===== config.mk =====
export PLATFORM = sky130hd
export DESIGN_NAME = sram_rr_arbiter
export DESIGN_NICKNAME = d
export VERILOG_FILES = /design/src/rtl/sram_arb_pkg.sv /design/src/rtl/sram_rr_picker.sv /design/src/rtl/sram_rr_arbiter.sv
export SDC_FILE = /design/constraint.sdc
export NUM_CORES = 1
export LEC_CHECK = 0
export CAP_MARGIN = 20
export CORE_AREA = 2 2 84 86
export CTS_CLUSTER_DIAMETER = 100
export DETAILED_ROUTE_END_ITERATION = 8
export DIE_AREA = 0 0 86 88
export PLACE_DENSITY = 0.71
export SETUP_SLACK_MARGIN = 0.4
export SLEW_MARGIN = 5
export SYNTH_ARGS = -nofsm -noshare
export SYNTH_HDL_FRONTEND = slang
export SYNTH_SLANG_ARGS = --single-unit

===== constraint.sdc =====
create_clock -name clk_i -period 4.75 [get_ports clk_i]
set_clock_uncertainty 0.15 [all_clocks]
set_input_delay 0.95 -clock clk_i [delete_from_list [all_inputs] [get_ports clk_i]]
set_output_delay 0.95 -clock clk_i [all_outputs]
set_load 0.03 [all_outputs]

===== src/rtl/sram_arb_pkg.sv =====
// Shared types and helpers for the round-robin SRAM arbiter.
// The request struct uses the default macro geometry (512 x 32).
package sram_arb_pkg;

  localparam int AW_DEF = 9;
  localparam int DATA_WIDTH_DEF = 32;
  localparam int BW_DEF = DATA_WIDTH_DEF / 8;

  typedef enum logic {
    ARB    = 1'b0,
    LOCKED = 1'b1
  } arb_state_e;

  typedef struct packed {
    logic                      we;
    logic [AW_DEF-1:0]         addr;
    logic [DATA_WIDTH_DEF-1:0] wdata;
    logic [BW_DEF-1:0]         be;
  } sram_req_t;

  // Increment an index modulo n (n need not be a power of two).
  function automatic int wrap_inc(input int idx, input int n);
    return (idx + 1 >= n) ? 0 : idx + 1;
  endfunction

endpackage


===== src/rtl/sram_rr_picker.sv =====
// Rotating-priority picker: first set bit of req scanning from ptr upward,
// wrapping modulo N. Returns a one-hot grant, its index and an any-grant flag.
module sram_rr_picker #(
  parameter int N  = 2,
  parameter int PW = 1
) (
  input  logic [N-1:0]  req,
  input  logic [PW-1:0] ptr,
  output logic [N-1:0]  gnt,
  output logic [PW-1:0] idx,
  output logic          any
);

  int k;

  always_comb begin
    gnt = '0;
    idx = '0;
    any = 1'b0;
    k   = 0;
    for (int i = 0; i < N; i++) begin
      k = int'(ptr) + i;
      if (k >= N) k = k - N;
      if (!any && req[k]) begin
        any    = 1'b1;
        gnt[k] = 1'b1;
        idx    = PW'(k);
      end
    end
  end

endmodule


===== src/rtl/sram_rr_arbiter.sv =====
// Round-robin arbiter sharing one single-port SRAM between NUM_REQ requesters,
// with optional bounded lock and one-cycle read-data return routing.
module sram_rr_arbiter
  import sram_arb_pkg::*;
#(
  parameter int NUM_REQ         = 2,
  parameter int SRAM_WORD_DEPTH = 512,
  parameter int DATA_WIDTH      = 32,
  parameter int LOCK_MAX        = 16,
  localparam int AW = $clog2(SRAM_WORD_DEPTH),
  localparam int BW = DATA_WIDTH / 8,
  localparam int PW = (NUM_REQ > 1) ? $clog2(NUM_REQ) : 1
) (
  input  logic                       clk_i,
  input  logic                       rst_n_i,
  input  logic [NUM_REQ-1:0]         req_i,
  input  logic [NUM_REQ-1:0]         lock_i,
  input  logic [NUM_REQ-1:0]         we_i,
  input  logic [NUM_REQ*AW-1:0]      addr_i,
  input  logic [NUM_REQ*DATA_WIDTH-1:0] wdata_i,
  input  logic [NUM_REQ*BW-1:0]      be_i,
  output logic [NUM_REQ-1:0]         gnt_o,
  output logic [NUM_REQ-1:0]         rvalid_o,
  output logic [DATA_WIDTH-1:0]      rdata_o,
  output logic                       sram_en_o,
  output logic                       sram_we_o,
  output logic [AW-1:0]              sram_addr_o,
  output logic [DATA_WIDTH-1:0]      sram_wdata_o,
  output logic [BW-1:0]              sram_be_o,
  input  logic [DATA_WIDTH-1:0]      sram_rdata_i,
  output arb_state_e                 dbg_state_o,
  output logic [PW-1:0]              dbg_ptr_o
);

  localparam int CW = $clog2(LOCK_MAX + 1);

  // Handshake: a transfer happens in the cycle where req_i[k] & gnt_o[k];
  // gnt_o is combinational, so requesters need no extra wait state.
  arb_state_e           state;
  logic [PW-1:0]        ptr;
  logic [PW-1:0]        owner;
  logic [CW-1:0]        cnt;
  logic                 rd_vld;
  logic [PW-1:0]        rd_id;

  logic [NUM_REQ-1:0]   elig;
  logic [NUM_REQ-1:0]   gnt;
  logic [PW-1:0]        gnt_idx;
  logic                 gnt_any;
  logic [CW-1:0]        cnt_nxt;
  logic [PW-1:0]        ptr_nxt;

  always_comb begin
    elig = req_i;
    if (state == LOCKED) elig = req_i & (NUM_REQ'(1) << owner);
  end

  sram_rr_picker #(
    .N  (NUM_REQ),
    .PW (PW)
  ) u_picker (
    .req (elig),
    .ptr (ptr),
    .gnt (gnt),
    .idx (gnt_idx),
    .any (gnt_any)
  );

  assign gnt_o   = gnt;
  assign cnt_nxt = cnt + CW'(1);
  assign ptr_nxt = PW'(wrap_inc(int'(gnt_idx), NUM_REQ));

  // AND-OR mux: all macro fields fall to zero when nobody is granted.
  always_comb begin
    sram_en_o    = gnt_any;
    sram_we_o    = |(gnt & we_i);
    sram_addr_o  = '0;
    sram_wdata_o = '0;
    sram_be_o    = '0;
    for (int k = 0; k < NUM_REQ; k++) begin
      sram_addr_o  = sram_addr_o  | (addr_i[k*AW +: AW]                 & {AW{gnt[k]}});
      sram_wdata_o = sram_wdata_o | (wdata_i[k*DATA_WIDTH +: DATA_WIDTH] & {DATA_WIDTH{gnt[k]}});
      sram_be_o    = sram_be_o    | (be_i[k*BW +: BW]                   & {BW{gnt[k]}});
    end
  end

  always_ff @(posedge clk_i or negedge rst_n_i) begin
    if (!rst_n_i) begin
      state  <= ARB;
      ptr    <= '0;
      owner  <= '0;
      cnt    <= '0;
      rd_vld <= 1'b0;
      rd_id  <= '0;
    end else begin
      rd_vld <= gnt_any & ~sram_we_o;
      if (gnt_any) rd_id <= gnt_idx;
      case (state)
        ARB: begin
          if (gnt_any) begin
            ptr <= ptr_nxt;
            if (lock_i[gnt_idx] && LOCK_MAX > 1) begin
              state <= LOCKED;
              owner <= gnt_idx;
              cnt   <= CW'(1);
            end
          end
        end
        LOCKED: begin
          // ptr already points past the owner, so release hands priority on.
          if (!lock_i[owner]) begin
            state <= ARB;
            cnt   <= '0;
          end else if (gnt_any) begin
            if (cnt_nxt >= CW'(LOCK_MAX)) begin
              state <= ARB;
              cnt   <= '0;
            end else begin
              cnt <= cnt_nxt;
            end
          end
        end
        default: state <= ARB;
      endcase
    end
  end

  assign rvalid_o    = rd_vld ? (NUM_REQ'(1) << rd_id) : '0;
  assign rdata_o     = rd_vld ? sram_rdata_i : '0;
  assign dbg_state_o = state;
  assign dbg_ptr_o   = ptr;

endmodule

## Yosys cells after proc, flatten, opt, wreduce, memory -nomap -nowiden

Cells that the tools add are included.

- Input bits: 130
- Register bits after elaboration: 10
- Word-level logic and storage cells: 87
- Output and inout bits: 85

- Equality and inequality tests: 3
- Bitwise operators: 15
- Add/subtract/negate cells: 5
- Multiplexer cells: 38
- $lt $le $gt $ge: 10
- Reduce and logical (&&, ||, !) cells: 8
- Shift-type cells: 2

Operators by type and width:

| operator | number |
|---|---|
| 32-bit two-way mux | 3 |
| 32-bit AND | 2 |
| 32-bit by 1-bit greater-or-equal comparator with 1-bit output (second input constant) | 2 |
| 32-bit by 3-bit < comparator with 1-bit output (second input constant) | 2 |
| 32-bit by 3-bit greater-or-equal comparator with 1-bit output (second input constant) | 1 |
| 32-bit bitwise OR | 1 |
| 32-bit by 3-bit subtractor with 32-bit output (second input constant) | 1 |
| 5-bit two-way mux | 5 |
| 1-bit two-way mux | 22 |
| 9-bit AND | 2 |
| 5-bit one-hot mux with 2 select lines | 1 |
| 9-bit bitwise OR | 1 |
| 4-bit AND | 2 |
| 2-bit two-way mux | 4 |
| 3-bit AND reduction | 2 |
| 5-bit by 1-bit adder with 5-bit output (second input constant) | 1 |
| 5-bit greater-or-equal comparator (second input constant) | 1 |
| 1-bit by 1-bit adder with 2-bit output (second input constant) | 2 |
| 2-bit AND | 2 |
| 1-bit by 2-bit < comparator with 1-bit output (second input constant) | 2 |
| 2-bit inequality test (second input constant) | 2 |
| 4-bit bitwise OR | 1 |
| 1-bit by 1-bit << shifter with 2-bit output (first input constant) | 2 |
| 1-bit logical AND | 3 |
| 12 further kinds | 14 |

## Depth between registers and ports, before layout

Gate-level depths: netlist of run 1.

- Depth in word-level cells: 15
- Depth in mapped cells: 6
- Mapped depth without buffers: 6

## Cells and area by module

Synthesis of run 1 repeated with hierarchy kept, for this count alone.

- Cells, all modules: 147
- Area total of the unflattened synthesis: 1212.4 µm²

Modules (own cells, without submodules):

| module | sequential area each (µm²) | area an instance (µm²) | cells an instance | instances |
|---|---|---|---|---|
| sram_rr_arbiter | 250.2 | 1179.9 | 142 | 1 |
| sram_rr_picker | 0.0 | 32.5 | 5 | 1 |

## Worst setup path before layout of run 1

OpenSTA, ideal clock, no wires.

- Path type: input to output
- Start point: in req_i[0]
- End point: out sram_addr_o[1]
- Data required time: 3.650 ns
- Stages: 4
- Arrival time: 2.309 ns
- Setup slack: 1.341 ns
- Cell sequence: nor2b_1 -> a211oi_2 -> clkbuf_1 -> a22o_1

- Longest elaborated chain between the ends: 11
- Elaborated cells between the ends (all ways): 17

Ends and longest elaborated chain:

| element | line | source |
|---|---|---|
| from (decl) | sram_rr_arbiter.sv:16 | `input logic [NUM_REQ-1:0] req_i,` |
| 2-bit AND | sram_rr_arbiter.sv:55 | `if (state == LOCKED) elig = req_i & (NUM_REQ'(1) << owner);` |
| 2-bit two-way mux * | sram_rr_arbiter.sv:55 |  |
| 1-bit two-way mux (implied by the code) (3 in series) | sram_rr_picker.sv:24 | `if (!any && req[k]) begin` |
| 1-bit two-way mux | sram_rr_picker.sv:24 |  |
| 1-bit zero test | sram_rr_picker.sv:24 |  |
| 1-bit logical AND | sram_rr_picker.sv:24 |  |
| 2-bit two-way mux * | sram_rr_picker.sv:24 |  |
| net gnt_o[1] | sram_rr_arbiter.sv:22 | `output logic [NUM_REQ-1:0] gnt_o,` |
| 9-bit AND * | sram_rr_arbiter.sv:81 | `sram_addr_o = sram_addr_o \| (addr_i[k*AW +: AW] & {AW{gnt[k]}});` |
| 9-bit bitwise OR * | sram_rr_arbiter.sv:81 |  |
| to (decl) | sram_rr_arbiter.sv:27 | `output logic [AW-1:0] sram_addr_o,` |

Mark *: on every way through the listed nets, which the timed path passes. The rest lies on a longest branch. The select of a mux whose other input is x is not followed.

## Worst setup path in the final report of run 1

- Start point: in req_i[1]
- End point: out sram_wdata_o[3]

- Longest elaborated chain between the ends: 11
- Elaborated cells between the ends (all ways): 17

Ends and longest elaborated chain:

| element | line | source |
|---|---|---|
| 2-bit AND | sram_rr_arbiter.sv:55 |  |
| 2-bit two-way mux * | sram_rr_arbiter.sv:55 |  |
| 1-bit two-way mux (implied by the code) (3 in series) | sram_rr_picker.sv:24 |  |
| 1-bit two-way mux | sram_rr_picker.sv:24 |  |
| 1-bit zero test | sram_rr_picker.sv:24 |  |
| 1-bit logical AND | sram_rr_picker.sv:24 |  |
| 2-bit two-way mux * | sram_rr_picker.sv:24 |  |
| 32-bit AND | sram_rr_arbiter.sv:82 | `sram_wdata_o = sram_wdata_o \| (wdata_i[k*DATA_WIDTH +: DATA_WIDTH] & {DATA_WIDTH{gnt[k]}});` |
| 32-bit bitwise OR * | sram_rr_arbiter.sv:82 |  |
| to (decl) | sram_rr_arbiter.sv:28 | `output logic [DATA_WIDTH-1:0] sram_wdata_o,` |

Mark *: on every way between the ends. The rest lies on a longest branch, timed or not. The select of a mux whose other input is x is not followed.

==> results.json, run 1 <==
{
  "fin_crit_ns": 4.25,
  "chipWidth_um": 86,
  "worstMarginPinSlew_ns": 0.764,
  "status": "complete, no violations",
  "cts.path.max_buffers": 2,
  "synth_top_family_by_area": "compound AO/OA/AOI/OAI gates",
  "grt_usage": 0.164,
  "whs_endpoint": "cnt[3]",
  "num_vias": 2025,
  "drive_above_1_share": 0.0386,
  "synth-compound-area-share": 0.412,
  "setup_viol": 0,
  "numCtsBuffers": 3,
  "synth-seq-area-share": 0.194,
  "path_cells": "clkdlybuf4s50_1, inv_2, or3_1, and3_2, a22o_1, dlygate4sd2_1",
  "place_inst": 438,
  "fmax_ghz": 0.235,
  "synth_cells": 157,
  "hold_viol_final": 0,
  "cts_setup_buffers": 0,
  "io_pins": 215,
  "rsz0062_at_grt": "false",
  "ys.flop_type": "dfrtp_1",
  "cts_tree": "built",
  "critPathMaxStageDelay_ns": 0.58,
  "r2r-start": "dbg_state_o",
  "nets": 495,
  "cts.sinks": 10,
  "num_antenna_cells": 0,
  "cp_slowest_cell": "clkdlybuf4s50_1",
  "wl_per_cell_um": 16.7,
  "root_buffer": "clkbuf_8",
  "timing.slew.headroom": 0.491,
  "min_period_over_period": 0.894,
  "cp-end-kind": "primary output",
  "grt_pass1_vias": 1825,
  "r2r.worst_path.cells": 6,
  "rows": 30,
  "dr.pass1.iters": 4,
  "synthTopCellsByArea": "a22o_1, dfrtp_1, and2_1",
  "ys_seq_elements": 10,
  "crit_path_max_fanout": 24,
  "cp_data_arrival_time_ns": 3.15,
  "synth_xor_area_frac": 0.00679,
  "die_h_um": 88,
  "die_area_um2": 7570,
  "synth_fa_ha_area_frac": 0.00970,
  "crit_path_start_kind": "input port",
  "grt_overflow_total": 0,
  "synth_fp_nets": 288,
  "ant_nets": 0,
  "dp_hpwl_um": 5830,
  "synth_area_leader_cell": "a22o_1",
  "synthesis.area_um2": 1290,
  "gp_congestion": 0.776,
  "critPathKind": "in -> out",
  "synthMuxAreaShare": 0.0320,
  "drt_iter0_drc": 41,
  "powerDensity_nw_per_um2": 421,
  "insertion_delay_ns": 0.24,
  "htreeDepth": 1,
  "viasPerCell": 4.57,
  "maxCapViolations": 0,
  "wirelength_um": 7400,
  "netlist-cell-type-count": 29,
  "whs_path_depth": 1,
  "setup_tns_ns": 0,
  "synth-edff-count": 0,
  "final_cells": 443,
  "synth_top_cell_area_share": 0.312,
  "finalPower_w": 0.00153,
  "start_util": 0.194,
  "core_area_um2": 6640,
  "antenna_found_initial": 0,
  "avgSynthCellArea_um2": 8.22,
  "peakVddDrop_mv": 0.245,
  "drcViolationCount": 0,
  "grt_max_degree": 49,
  "cellLeakagePower_nw": 1.93,
  "slew_violations": 0,
  "grt_pass1_wl_um": 9900,
  "yosys_warnings": 0,
  "hold_path_class": "reg -> reg",
  "required_ns": 3.65,
  "path_clk_slew_ns": 0.05,
  "hold_start": "cnt[3]",
  "r2r_setup_slack_ns": 2.57,
  "io_buffers": 214,
  "syn_to_final_growth_pct": 182,
  "layout_commonest_cell": "clkdlybuf4s50_1",
  "r2r-end": "cnt[1]",
  "async_reset_ff_frac": 1.00,
  "synthSimpleGateAreaFrac": 0.261,
  "final_cell_mix": "clkdlybuf4s50_1, a22o_1, dlymetal6s2s_1, and2_1, dfrtp_1"
}
[worst max path at each step]
stage	startpoint	endpoint	slack (ns)	cells past startpoint
finish	req_i[1]	sram_wdata_o[3]	0.50	6
global route	req_i[1]	gnt_o[0]	0.43	5
CTS	req_i[1]	sram_wdata_o[9]	0.40	6
detailed placement	req_i[1]	sram_we_o	0.40	6
global placement	req_i[1]	sram_we_o	0.43	6
floorplan	req_i[0]	sram_addr_o[1]	1.34	4
[final cells by class]
class	count	area [µm²]
Fill cell	610	3010
Timing Repair Buffer	216	2270
Multi-Input combinational cell	129	946
Sequential cell	10	250
Tap cell	80	100
Clock buffer	4	55.1
Inverter	4	15.0
[cells in the mapped netlist, drive strengths merged, types with 2 or more instances]
library cell,instances
a22o,46
and2,33
buf,10
dfrtp,10
nand2,7
nor2,7
a21oi,5
clkbuf,5
inv,4
mux2i,3
nor2b,3
a211oi,2
a21o,2
a31oi,2
and3,2
nand2b,2
nand3,2
o21a,2
o21ba,2
or3,2
[sequential cells by signal (all words and copies together) (netlist names)]
name         flops
cnt              5
dbg_ptr_o        1
dbg_state_o      1
owner            1
rd_id            1
rd_vld           1
[per-layer routing]
| layer | global-route usage | routed length (µm) | share of wire | vias up |
|---|---|---|---|---|
| met2 | 0.297 | 3930 | 0.53 | 104 |
| li1 | - | - | - | 997 |
| met1 | 0.197 | 2750 | 0.37 | 918 |
| met3 | 0.0424 | 657 | 0.089 | 6 |
| met4 | 0.0289 | 57 | 0.0077 | 0 |
| met5 | 0 | 0 | 0 | - |
[through the flow]
stage	hold slack (ns)	instance area (µm²)	setup WS, ns	utilization
3_3_place_gp	0.329	3470	0.427	0.523
4_1_cts	0.345	3520	0.402	0.530
2_1_floorplan	0.303	1290	1.34	-
6_report	0.343	3630	0.503	0.547
3_5_place_dp	0.338	3470	0.397	0.523
5_1_grt	0.373	3630	0.428	0.547
[logic make-up (layout without fill, tap and decap cells)]
family,after synthesis,in the layout
compound gates,63,63
xor+xnor,1,1
fa+ha+maj,1,1
buf+inv,19,224
flops,10,10
mux,4,4
simple gates,59,60
[repair_timing]
action | in CTS | in global routing
gates resized for setup | 5 | 41
gates cloned | 0 | 1
hold buffers | 0 | 0
setup endpoints to repair | 5 | 41
[power breakdown]
part	switching, W	leakage, nW	internal [W]
Sequential	0.0000602	0.127	0.000115
Combinational	0.000677	1.77	0.000569
Clock	0.0000346	0.0288	0.0000730
[worst max-delay path, delay by kind of cell]
kind | cells | cell delay, ns
buf+inv | 3 | 1.03
simple gates | 2 | 0.83
compound gates | 1 | 0.33
No activity file was read; power rests on OpenSTA's default activity.
==> run 2, diff against run 1 <==
CAP_MARGIN = not set   (was 20)
==> results of run 2 <==
Final layout, timing and power as in run 1 (identical DEF).
